==> src/rtl/half_word_assembler.sv <==
// Half-word to 32-bit word assembler.
// Collects 16-bit beats (low half first, then high half) into a registered 32-bit output word
// with a valid/ready handshake on both sides. A low beat marked last completes a word on its own
// with a zero high half. word_cnt counts completed output handshakes and wraps silently.
// Optional feature: define HALF_MATCH_FLAG_EN to add dout_match, a registered per-half flag that
// is set when the corresponding half of the output word equals 16'h0001.
module half_word_assembler #(
  parameter int unsigned CNT_WIDTH = 16
) (
  input  logic                 clk,
  input  logic                 rst_n,
  input  logic [15:0]          din_data,
  input  logic                 din_last,
  input  logic                 din_vld,
  output logic                 din_rd,
  output logic [31:0]          dout_data,
  output logic                 dout_vld,
  input  logic                 dout_rd,
`ifdef HALF_MATCH_FLAG_EN
  output logic [1:0]           dout_match,
`endif
  output logic [CNT_WIDTH-1:0] word_cnt
);

  logic [15:0]          lo_q, lo_d;
  logic                 lo_vld_q, lo_vld_d;
  logic [31:0]          data_q, data_d;
  logic                 vld_q, vld_d;
  logic [CNT_WIDTH-1:0] cnt_q, cnt_d;
`ifdef HALF_MATCH_FLAG_EN
  logic [1:0]           match_q, match_d;
`endif

  logic out_free;
  logic beat_acc;
  logic beat_complete;
  logic beat_store_lo;
  logic out_hs;

  // Handshake decode; a completing beat is only ever accepted while the output slot is free.
  always_comb begin
    out_free      = ~vld_q | dout_rd;
    din_rd        = out_free | (~lo_vld_q & ~din_last);
    beat_acc      = din_vld & din_rd;
    beat_complete = beat_acc & (lo_vld_q | din_last);
    beat_store_lo = beat_acc & ~lo_vld_q & ~din_last;
    out_hs        = vld_q & dout_rd;
  end

  // Next-state for the low-half holder, the output word and the handshake counter.
  always_comb begin
    lo_d     = lo_q;
    lo_vld_d = lo_vld_q;
    data_d   = data_q;
    vld_d    = vld_q;
    cnt_d    = cnt_q;
`ifdef HALF_MATCH_FLAG_EN
    match_d  = match_q;
`endif

    if (out_hs) begin
      cnt_d = cnt_q + CNT_WIDTH'(1);
      vld_d = 1'b0;
    end

    if (beat_store_lo) begin
      lo_d     = din_data;
      lo_vld_d = 1'b1;
    end

    // A new word overrides the clear from a same-cycle handshake, so there is no bubble.
    if (beat_complete) begin
      data_d   = lo_vld_q ? {din_data, lo_q} : {16'h0000, din_data};
      vld_d    = 1'b1;
      lo_vld_d = 1'b0;
`ifdef HALF_MATCH_FLAG_EN
      match_d  = {(data_d[31:16] == 16'h0001), (data_d[15:0] == 16'h0001)};
`endif
    end
  end

  // State registers with asynchronous active-low clear.
  always_ff @(posedge clk or negedge rst_n) begin
    if (!rst_n) begin
      lo_q     <= '0;
      lo_vld_q <= 1'b0;
      data_q   <= '0;
      vld_q    <= 1'b0;
      cnt_q    <= '0;
`ifdef HALF_MATCH_FLAG_EN
      match_q  <= '0;
`endif
    end else begin
      lo_q     <= lo_d;
      lo_vld_q <= lo_vld_d;
      data_q   <= data_d;
      vld_q    <= vld_d;
      cnt_q    <= cnt_d;
`ifdef HALF_MATCH_FLAG_EN
      match_q  <= match_d;
`endif
    end
  end

  assign dout_data  = data_q;
  assign dout_vld   = vld_q;
  assign word_cnt   = cnt_q;
`ifdef HALF_MATCH_FLAG_EN
  assign dout_match = match_q;
`endif

endmodule

==> config.mk <==
export PLATFORM = sky130hd
export DESIGN_NAME = half_word_assembler
export DESIGN_NICKNAME = d
export VERILOG_FILES = /design/src/rtl/half_word_assembler.sv
export SDC_FILE = /design/constraint.sdc
export NUM_CORES = 1
export LEC_CHECK = 0
export CAP_MARGIN = 20
export CORE_ASPECT_RATIO = 1.1
export CORE_MARGIN = 2
export CORE_UTILIZATION = 35
export DETAILED_ROUTE_END_ITERATION = 7
export GPL_TIMING_DRIVEN = 0
export PLACE_DENSITY = 0.68
export SKIP_LAST_GASP = 1
export SLEW_MARGIN = 20
export SYNTH_ARGS = -nofsm -noshare
export SYNTH_HDL_FRONTEND = slang
export SYNTH_SLANG_ARGS = --single-unit
export TNS_END_PERCENT = 5
==> constraint.sdc <==
create_clock -name clk -period 4.5 [get_ports clk]
set_input_delay 0.45 -clock clk [delete_from_list [all_inputs] [get_ports clk]]
set_output_delay 0.45 -clock clk [all_outputs]
set_load 0.005 [all_outputs]
# Word level (Yosys, flattened, before mapping)
# Cells that the tools add are included.
[word_totals]
register_bits = 66
output_inout_bits = 50
elab_cells = 25
inputBits = 21
[op_classes]
n_mux = 5
bitwise = 12
n_reduce_logical = 2
add_sub_neg = 1
[op_table]
columns = ["operator", "count"]
rows = [
  ["32-bit 2-to-1 mux", 1],
  ["16-bit by 1-bit adder with 16-bit output (second input constant)", 1],
  ["1-bit AND", 6],
  ["1-bit 2-to-1 mux", 4],
  ["2-bit nonzero test", 2],
  ["1-bit NOT", 3],
  ["1-bit OR", 3],
]

# Longest topological paths before layout
# Gate-level depths: netlist (run 1).
[depth]
ltp_word = 8
ltp_mapped = 6
mapped_depth_nobuf = 5

# Worst setup path before layout (run 1)
# No wires, ideal clock.
[synth_path]
path_type = "register to register"
startpoint = "register lo_vld_q"
endpoint = "register lo_q[10]"
stages_incl_launch_ff = 5
n_path_buf = 2
synth_period_minus_slack_ns = 1.515
setup_ns = 0.125
required_time_ns = 4.375
t_arrival_ns = 1.389
slack_ns = 2.985
cell_sequence = "dfrtp_1 > buf_6 > nor3b_4 > buf_8 > mux2_4"
[synth_between]
elab_chain_cells = 6
[synth_rtl]
columns = ["element", "line_no", "text"]
rows = [
  ["from (decl)", "26", "logic lo_vld_q, lo_vld_d;"],
  ["from (signal assigned)", "95", "lo_vld_q <= lo_vld_d;"],
  ["1-bit NOT (*)", "43, 46", ""],
  ["1-bit AND", "43", "din_rd = out_free | (~lo_vld_q & ~din_last);"],
  ["1-bit OR", "43", ""],
  ["1-bit AND", "44", "beat_acc = din_vld & din_rd;"],
  ["1-bit AND (*) (2 in series)", "46", "beat_store_lo = beat_acc & ~lo_vld_q & ~din_last;"],
  ["to (signal assigned)", "94", "lo_q <= lo_d;"],
  ["to (decl)", "25", "logic [15:0] lo_q, lo_d;"],
]
# Mark *: on every way between the ends. The rest lies on a longest branch, timed or not.
# A chain may end at the register's enable or synchronous reset.

# Worst setup path in the final report (run 1)
[layout_path]
startpoint = "input dout_rd"
endpoint = "output din_rd"
[layout_between]
elab_chain_cells = 2
[layout_rtl]
columns = ["element", "line_no", "text"]
rows = [
  ["from (decl)", "18", "input logic dout_rd,"],
  ["1-bit OR", "42", "out_free = ~vld_q | dout_rd;"],
  ["1-bit OR", "43", ""],
  ["to (decl)", "15", "output logic din_rd,"],
]
# No other way between the ends.

==> results of run 1 <==
==> how the worst max path moves through the flow <==
stage,start,end,depth (start not counted)
2_1_floorplan,lo_vld_q,lo_q[10],4
5_1_grt,dout_rd,din_rd,4
3_3_place_gp,rst_n,dout_data[8],1
4_1_cts,dout_rd,din_rd,4
3_5_place_dp,dout_rd,din_rd,4
6_report,dout_rd,din_rd,4
==> flip-flops by register name, indices dropped and copies added (netlist names) <==
name and cells:
dout_data 32, dout_vld 1, lo_q 16, lo_vld_q 1, word_cnt 16
==> metal layers <==
metal	share of wire (%)	track usage, %	vias up
met5	0	0	-
met4	1.1	8.205	0
met3	5.0	3.688	7
met2	46	23.67	52
met1	48	20.34	912
li1	-	-	891
==> cells in the mapped netlist, types with 2 or more instances <==
cell type	count
nand4_1	2
and3_1	3
clkbuf_1	3
xnor2_1	9
mux2i_1	16
mux2_2	8
xor2_1	6
nor2_1	4
mux2_4	9
buf_2	3
nand3_1	9
a22o_1	16
dfrtp_1	66
nor3_1	2
nand2_1	21
o21ai_0	16
==> final cells by class <==
type                       count  area, um2
clock buffer                  15      196.4
tap                          105      131.4
timing repair buffer          72      735.7
sequential                    66       1652
inverter                       1      3.754
clock inverter                 1      5.005
multi-input combinational    128      985.9
buffer                        10      65.06
fill                         686       3699
==> stage by stage <==
| stage | power [mW] | util, % | setup slack [ns] |
|---|---|---|---|
| 2_1_floorplan | 1.025 | - | 2.985 |
| 3_3_place_gp | 1.300 | 47.35 | 0.7615 |
| 3_5_place_dp | 1.322 | 47.68 | 2.143 |
| 4_1_cts | 1.820 | 50.51 | 2.120 |
| 5_1_grt | 1.898 | 50.51 | 2.043 |
| 6_report | 1.794 | 50.51 | 2.126 |
==> worst max-delay path, stage by stage <==
cell and delay, ns:
clkdlybuf4s50_1 0.55, nand2b_1 0.24, o21bai_1 0.15, clkdlybuf4s50_1 0.53
==> logic make-up after synthesis <==
| family | Yosys count | share of synthesized area (%) |
|---|---|---|
| simple gates | 44 | 7.906 |
| xor+xnor | 15 | 4.855 |
| mux | 33 | 14.24 |
| buf+inv | 11 | 2.542 |
| compound gates | 35 | 8.969 |
| fa+ha+maj | 1 | 0.4622 |
| flops | 66 | 61.03 |
==> report_power, final <==
group	internal (mW)	switching (mW)	total, mW
combinational	0.310	0.171	0.481
sequential	0.730	0.0930	0.823
clock	0.275	0.215	0.490
==> layout by cell type, fill, tap and decap left out, types with 6 or more instances in the layout <==
cell and n:
clkdlybuf4s50_1 69, dfrtp_1 66, nand2_1 21, a22o_1 16, mux2i_1 16, o21ai_0 16
clkbuf_8 14, nand3_1 9, xnor2_1 9, mux2_4 9, mux2_2 8, xor2_1 6
==> results.ini, run 1 <==
[timing]
setup_viol = 0
rsz0062_at_grt = no
tightest_slew_ns = 0.5894
fmax_ghz = 0.4213
fin_crit_sh_pct = 52.75
maxSlewHeadroom_pct = 60.40
tns_ns = 0
fin_crit_ns = 2.374
clock_skew_ns = 0.005423
hold_ws_ns = 0.4748
slew_violations = 0
hold_violations = 0

[critical_path]
cp-end-kind = primary output
crit_fanout = 5
cp-start-kind = input pin
r2r_slack_ns = 2.78
critPathKind = in -> out
r2r_end = lo_q[11]
cp.arrival_ns = 1.92
r2r_start = lo_vld_q
worstPathRequired_ns = 4.05
worstRegToRegCells = 4

[placed_design]
io_buffers = 70
hpwl_um = 4211
placedCellCount = 381
placed_cell_area_mm2 = 0.003563
finalWeightedCongestion = 0.8080

[grt]
grt_pass1_wl_um = 9715
grt-ovfl-total = 0
antenna_found_initial = 0
grt_max_degree = 53
grt_usage_pct = 15.49
grt_pass1_vias = 1973

[synthesis]
yosys.area.top_type = dfrtp_1
synth_ff_type = dfrtp_1
synth.cell_area_mm2 = 0.002706
synthArstFlopShare_pct = 100.0
synth-edff-count = 0
synth_cell_types = 28
syn_area_per_cell_um2 = 13.20
syn_nets = 227
ys_seq_area_share_pct = 61.03
yosysWarnings = 0
yosys-top-cells-area = dfrtp_1 (61%), mux2i_1 (5.9%), a22o_1 (5.2%), mux2_4 (5.0%), mux2_2 (3.3%)
synth.ff_latch_count = 66
syn_inst = 205
synth_top_cell_area_share_pct = 61.03

[power]
pwr_density_cell_mw_per_mm2 = 475.3
peakVddDrop_mv = 0.1890
p_leak_nw = 1.693

[die]
initial_core_util_pct = 36.21
die_area_mm2 = 0.008452
core_mm2 = 0.007473
die_x_um = 87.84
die_y_um = 96.23
num_io_pins = 71
rows = 33

[clocking]
hold_buffers = 1
numCtsBuffers = 9
clk_pin_slew_ns = 0.07
root_buffer = clkbuf_8
clk_latency_ns = 0.33
cts_buffer_depth = 2
cts_tree = built
cts_resized = 0
cts_max_level = 3
post_cts_buffers = 0
cts.sinks = 66

[final_layout]
fin_nets = 310
stdcell_count = 398
area_growth_pct = 39.48
postLayoutCellArea_mm2 = 0.003775
num_antenna_cells = 0
drive_above_1_share_pct = 14.33

[min_path]
min_from = word_cnt[15]
hp-class = reg -> reg
whs_endpoint = word_cnt[15]
hold_path_depth = 1

[route]
drt-total-wl_um = 6136
viasPerCell = 4.678
num_vias = 1862
routedWlPerCell_um = 15.42
ant_nets = 0
dr.pass1.iters = 4
drtIter0Drc = 64
drc = 0

[job]
maxCapViolations = 0

[run_status]
status = completed

Power figures use the tool's default switching activity.
==> run 2: changes to the inputs <==
--- a/config.mk
+++ b/config.mk
@@ -11,7 +11,7 @@
 export CORE_UTILIZATION = 35
 export DETAILED_ROUTE_END_ITERATION = 7
 export GPL_TIMING_DRIVEN = 0
-export PLACE_DENSITY = 0.68
+export PLACE_DENSITY = 0.7
 export SKIP_LAST_GASP = 1
 export SLEW_MARGIN = 20
 export SYNTH_ARGS = -nofsm -noshare
==> constraint.sdc (replaced) <==
create_clock -name clk -period 2.1 [get_ports clk]
set_input_delay 0.21 -clock clk [delete_from_list [all_inputs] [get_ports clk]]
set_output_delay 0.21 -clock clk [all_outputs]
set_load 0.005 [all_outputs]
==> results.ini, run 2 (synthesis gave the netlist of run 1 again) <==
[critical_path]
critPathKind = in -> out
cp-start-kind = input pin
crit_chain = clkdlybuf4s50_1, nand2b_1, o21bai_1, clkdlybuf4s50_1
crit_path_frequent_cell = clkdlybuf4s50_1
slowest_delay_ns = 0.54  ; about the same
crit_fanout = 5  ; unchanged
cp-end-kind = primary output
worstPathRequired_ns = 1.89  ; -2.16 ns
cp.arrival_ns = 1.70  ; -0.22 ns
slowest_stage = clkdlybuf4s50_1

[timing]
fin_crit_sh_pct = 90.78
clock_skew_ns = 0.005091  ; -0.0003320 ns
rsz0062_at_grt = no
slew_violations = 0  ; unchanged
setup_viol = 0  ; unchanged
fin_crit_ns = 1.906
hold_violations = 0  ; unchanged
maxSlewHeadroom_pct = 63.17  ; +2.8 points
fmax_ghz = 0.5246
tightest_slew_ns = 0.5482  ; -0.04117 ns
tns_ns = 0  ; unchanged

[final_layout]
num_antenna_cells = 0  ; unchanged
largest_register_ffs = 32  ; unchanged
fillers = 687  ; +0.15%
final_cell_mix = clkdlybuf4s50_1 (69), dfrtp_1 (66), nand2_1 (21)
fin_nets = 309  ; -0.32%
area_growth_pct = 38.14
drive_above_1_share_pct = 13.79  ; -0.54 points
final_common_cell = clkdlybuf4s50_1
fin_util_pct = 50.03  ; -0.49 points

[route]
drtIter0Drc = 65  ; +1.6%
viasPerCell = 4.823  ; +3.1%
drt-total-wl_um = 6010  ; -2.1%
num_vias = 1905  ; +2.3%
dr.pass1.iters = 4  ; unchanged
routedWlPerCell_um = 15.22  ; -1.3%
ant_nets = 0  ; unchanged
drc = 0  ; unchanged

[die]
die_x_um = 87.84  ; unchanged
die_area_mm2 = 0.008452  ; unchanged
num_io_pins = 71  ; unchanged
die_y_um = 96.23  ; unchanged
rows = 33  ; unchanged
core_mm2 = 0.007473  ; unchanged
initial_core_util_pct = 36.21  ; unchanged

[clocking]
cts_tree = built
numCtsBuffers = 9  ; unchanged
cts_resized = 0  ; unchanged
clk_pin_slew_ns = 0.07  ; about the same
post_cts_buffers = 0  ; unchanged
root_buffer = clkbuf_8
cts.sinks = 66  ; unchanged
cts_buffer_depth = 2  ; unchanged
clk_latency_ns = 0.33  ; about the same
cts_max_level = 3  ; unchanged

[placed_design]
finalWeightedCongestion = 0.8153  ; +0.90%
io_buffers = 70  ; unchanged
hpwl_um = 4201  ; -0.24%

[grt]
grt_max_degree = 37  ; -30%
antenna_found_initial = 0  ; unchanged
grt_pass1_vias = 2016  ; +2.2%
grt_usage_pct = 15.37  ; -0.12 points
grt_pass1_wl_um = 9756  ; +0.42%
grt-ovfl-total = 0  ; unchanged

[power]
p_leak_nw = 1.670  ; -1.4%
pwr_density_cell_mw_per_mm2 = 1002  ; +110%
peakVddDrop_mv = 0.5100  ; +170%

[min_path]
hp-class = in -> async

[run_status]
status = completed

[job]
maxCapViolations = 0  ; unchanged

==> run 2: cell types whose count changed in the layout (fill, tap and decap cells not counted), sizes merged <==
cell,delta
clkbuf,-3
clkinvlp,+1
buf,-1
==> run 2: power by group <==
| part | internal (mW) | switching, mW | total, mW |
|---|---|---|---|
| Sequential | 1.56 | 0.194 | 1.76 |
| Combinational | 0.660 | 0.369 | 1.03 |
| Clock | 0.510 | 0.449 | 0.960 |
| Total | 2.73 | 1.01 | 3.75 |
==> run 2: layout make-up <==
cell class              instances  area (um2)  share of cell area (%)
multi-input cells             128       985.9                   26.37
clock inverters                 2       12.51                  0.3347
plain buffers                   9       60.06                   1.606
inverters                       1       3.754                  0.1004
clock buffers                  12       165.2                   4.418
well taps                     105       131.4                   3.514
flip-flops and latches         66        1652                   44.18
repair buffers                 72       728.2                   19.48
==> run 2: final timing paths <==
| kind | startpoint | endpoint | slack (ns) | depth (start not counted) |
|---|---|---|---|---|
| max | dout_rd | din_rd | 0.19 | 4 |
| min | rst_n | word_cnt[7] | 0.37 | 2 |
| max reg2reg | lo_vld_q | lo_q[7] | 0.34 | 4 |
| min reg2reg | word_cnt[15] | word_cnt[15] | 0.47 | 1 |
| max in group asynchronous | rst_n | dout_data[15] | 1.21 | 3 |
| min in group clk | word_cnt[15] | word_cnt[15] | 0.47 | 1 |
==> run 2: timing repair <==
action / 4_1_cts / 5_1_grt
endpoints found under the setup margin: 1 / 0
endpoints found under the hold margin: 30 / 0
hold buffers: 1 / 0
==> run 2: per-stage QoR <==
step	setup WS, ns	instances	instance area [um2]	total power, mW	hold WS (ns)
after floorplan	0.5855	205	2706	2.197	-0.08559
after global placement	-1.377	380	3538	2.785	0.4595
after detailed placement	0.1768	381	3556	2.827	0.1768
after CTS	0.2104	395	3739	3.801	0.3468
after global routing	0.1245	395	3739	3.982	0.4078
final	0.1937	395	3739	3.747	0.3669
==> run 2: layer usage <==
| layer | share of wire, % | global-route usage [%] | routed length, um |
|---|---|---|---|
| met1 | 46 | 20.29 | 2757 |
| met2 | 48 | 24.05 | 2868 |
| met3 | 5.5 | 4.545 | 328 |
| met4 | 0.92 | 5.385 | 55 |
| met5 | 0 | 0 | 0 |
==> run 2: critical path, delay by kind of cell <==
family / cells / cell delay [ns]
buf+inv: 2 / 1.07
simple gates: 1 / 0.24
compound gates: 1 / 0.16
==> run 3: changes to the inputs <==
--- a/config.mk
+++ b/config.mk
@@ -13,7 +13,6 @@
 export GPL_TIMING_DRIVEN = 0
 export PLACE_DENSITY = 0.7
 export SKIP_LAST_GASP = 1
-export SLEW_MARGIN = 20
 export SYNTH_ARGS = -nofsm -noshare
 export SYNTH_HDL_FRONTEND = slang
 export SYNTH_SLANG_ARGS = --single-unit
==> results.ini, run 3 (synthesis gave the netlist of run 1 again) <==
[clocking]
clk_latency_ns = 0.33  ; about the same
root_buffer = clkbuf_8
cts_resized = 0  ; unchanged
cts_max_level = 3  ; unchanged
cts.sinks = 66  ; unchanged
cts_buffer_depth = 2  ; unchanged
clk_pin_slew_ns = 0.07  ; about the same
hold_buffers = 0  ; -1
cts_tree = built
post_cts_buffers = 0  ; unchanged
numCtsBuffers = 9  ; unchanged

[critical_path]
worstPathRequired_ns = 1.89  ; about the same
cp-start-kind = input pin
cp-end-kind = primary output
critPathKind = in -> out
cp.arrival_ns = 1.67  ; -0.03 ns
crit_fanout = 5  ; unchanged

[timing]
tightest_slew_ns = 0.8331  ; +0.2849 ns
clock_skew_ns = 0.006365  ; +0.001275 ns
slew_violations = 0  ; unchanged
hold_violations = 26  ; +26
rsz0062_at_grt = no
hold_ws_ns = -0.03842  ; -0.4053 ns
fin_crit_sh_pct = 89.46  ; -1.3 points
fin_crit_ns = 1.879  ; -0.02768 ns
setup_viol = 0  ; unchanged
tns_ns = 0  ; unchanged
maxSlewHeadroom_pct = 44.46  ; -19 points
final.setup.worst_slack_ns = 0.2213  ; +0.02768 ns
fmax_ghz = 0.5323  ; +1.5%

[placed_design]
io_buffers = 70  ; unchanged
placedCellCount = 380  ; -0.26%
finalWeightedCongestion = 0.8153  ; unchanged
hpwl_um = 4125  ; -1.8%
placed_cell_area_mm2 = 0.003536  ; -0.56%
pre_cts_ws_ns = 0.1737  ; -0.003101 ns

[run_status]
status = finished with violations
violations = hold timing

[die]
core_mm2 = 0.007473  ; unchanged
num_io_pins = 71  ; unchanged
die_area_mm2 = 0.008452  ; unchanged
initial_core_util_pct = 36.21  ; unchanged
rows = 33  ; unchanged
die_x_um = 87.84  ; unchanged
die_y_um = 96.23  ; unchanged

[route]
drtIter0Drc = 89  ; +37%
routedWlPerCell_um = 15.04  ; -1.1%
drt-total-wl_um = 5942  ; -1.1%
dr.pass1.iters = 4  ; unchanged
ant_nets = 0  ; unchanged
num_vias = 1892  ; -0.68%
drc = 0  ; unchanged
viasPerCell = 4.790  ; -0.68%

[min_path]
hp-class = in -> async

[grt]
grt_max_degree = 67  ; +81%
antenna_found_initial = 0  ; unchanged
grt-ovfl-total = 0  ; unchanged
grt_pass1_wl_um = 9646  ; -1.1%
grt_usage_pct = 15.03  ; -0.34 points
grt_pass1_vias = 1980  ; -1.8%

[power]
p_leak_nw = 1.655  ; -0.87%
peakVddDrop_mv = 0.4048  ; -21%
finalPower_mw = 3.796  ; +1.3%
pwr_density_cell_mw_per_mm2 = 1021  ; +1.9%

[final_layout]
largest_register_ffs = 32  ; unchanged
drive_above_1_share_pct = 13.45  ; -0.34 points
fin_util_pct = 49.74  ; -0.28 points
area_growth_pct = 37.36
final_common_cell = clkdlybuf4s50_1
multi_input_area_um2 = 985.9  ; unchanged
fin_nets = 307  ; -0.65%
fillers = 696  ; +1.3%
final_cell_mix = clkdlybuf4s50_1 (69), dfrtp_1 (66), nand2_1 (21)
num_antenna_cells = 0  ; unchanged
postLayoutCellArea_mm2 = 0.003717  ; -0.57%
regArea_mm2 = 0.001652  ; unchanged
stdcell_count = 395  ; unchanged

[job]
maxCapViolations = 0  ; unchanged

## run 3: cell types whose count changed in the layout (fill, tap and decap cells not counted)
cell           before  now
clkinvlp_4          1    2
buf_12              1    0
bufinv_16           0    1
dlygate4sd3_1       1    0
clkinv_2            1    2
clkbuf_1            3    5
clkbuf_8           12    9
## run 3: worst paths after layout
check                                to    startpoint  depth (start not counted)  slack [ns]
max                              din_rd       dout_rd                          4        0.22
min                         word_cnt[7]         rst_n                          1       -0.04
max reg2reg                    lo_q[13]      lo_vld_q                          4        0.35
min reg2reg                word_cnt[15]  word_cnt[15]                          1        0.47
max in group asynchronous  word_cnt[14]         rst_n                          1        1.57
min in group clk           word_cnt[15]  word_cnt[15]                          1        0.47
## run 3: power by group
part / switching [mW] / internal (mW)
Clock: 0.474 / 0.545
Sequential: 0.193 / 1.56
Combinational: 0.366 / 0.655
## run 3: area by class of cell
| cell class | count | share of cell area [%] |
|---|---|---|
| flip-flops and latches | 66 | 44.43 |
| multi-input cells | 128 | 26.52 |
| repair buffers | 70 | 18.78 |
| clock buffers | 11 | 3.534 |
| well taps | 105 | 3.534 |
| plain buffers | 9 | 1.616 |
| clock inverters | 5 | 1.481 |
| inverters | 1 | 0.1010 |
## run 3: critical path, cell delays in order
cell	delay (ns)
clkdlybuf4s50_1	0.53
nand2b_1	0.23
o21bai_1	0.16
clkdlybuf4s50_1	0.53
## run 3: layer usage
layer	track usage, %	share of wire [%]	routed length (um)
met1	19.98	47	2818
met2	23.67	46	2763
met3	3.087	4.4	259
met5	0	0	0
met4	6.667	1.7	101
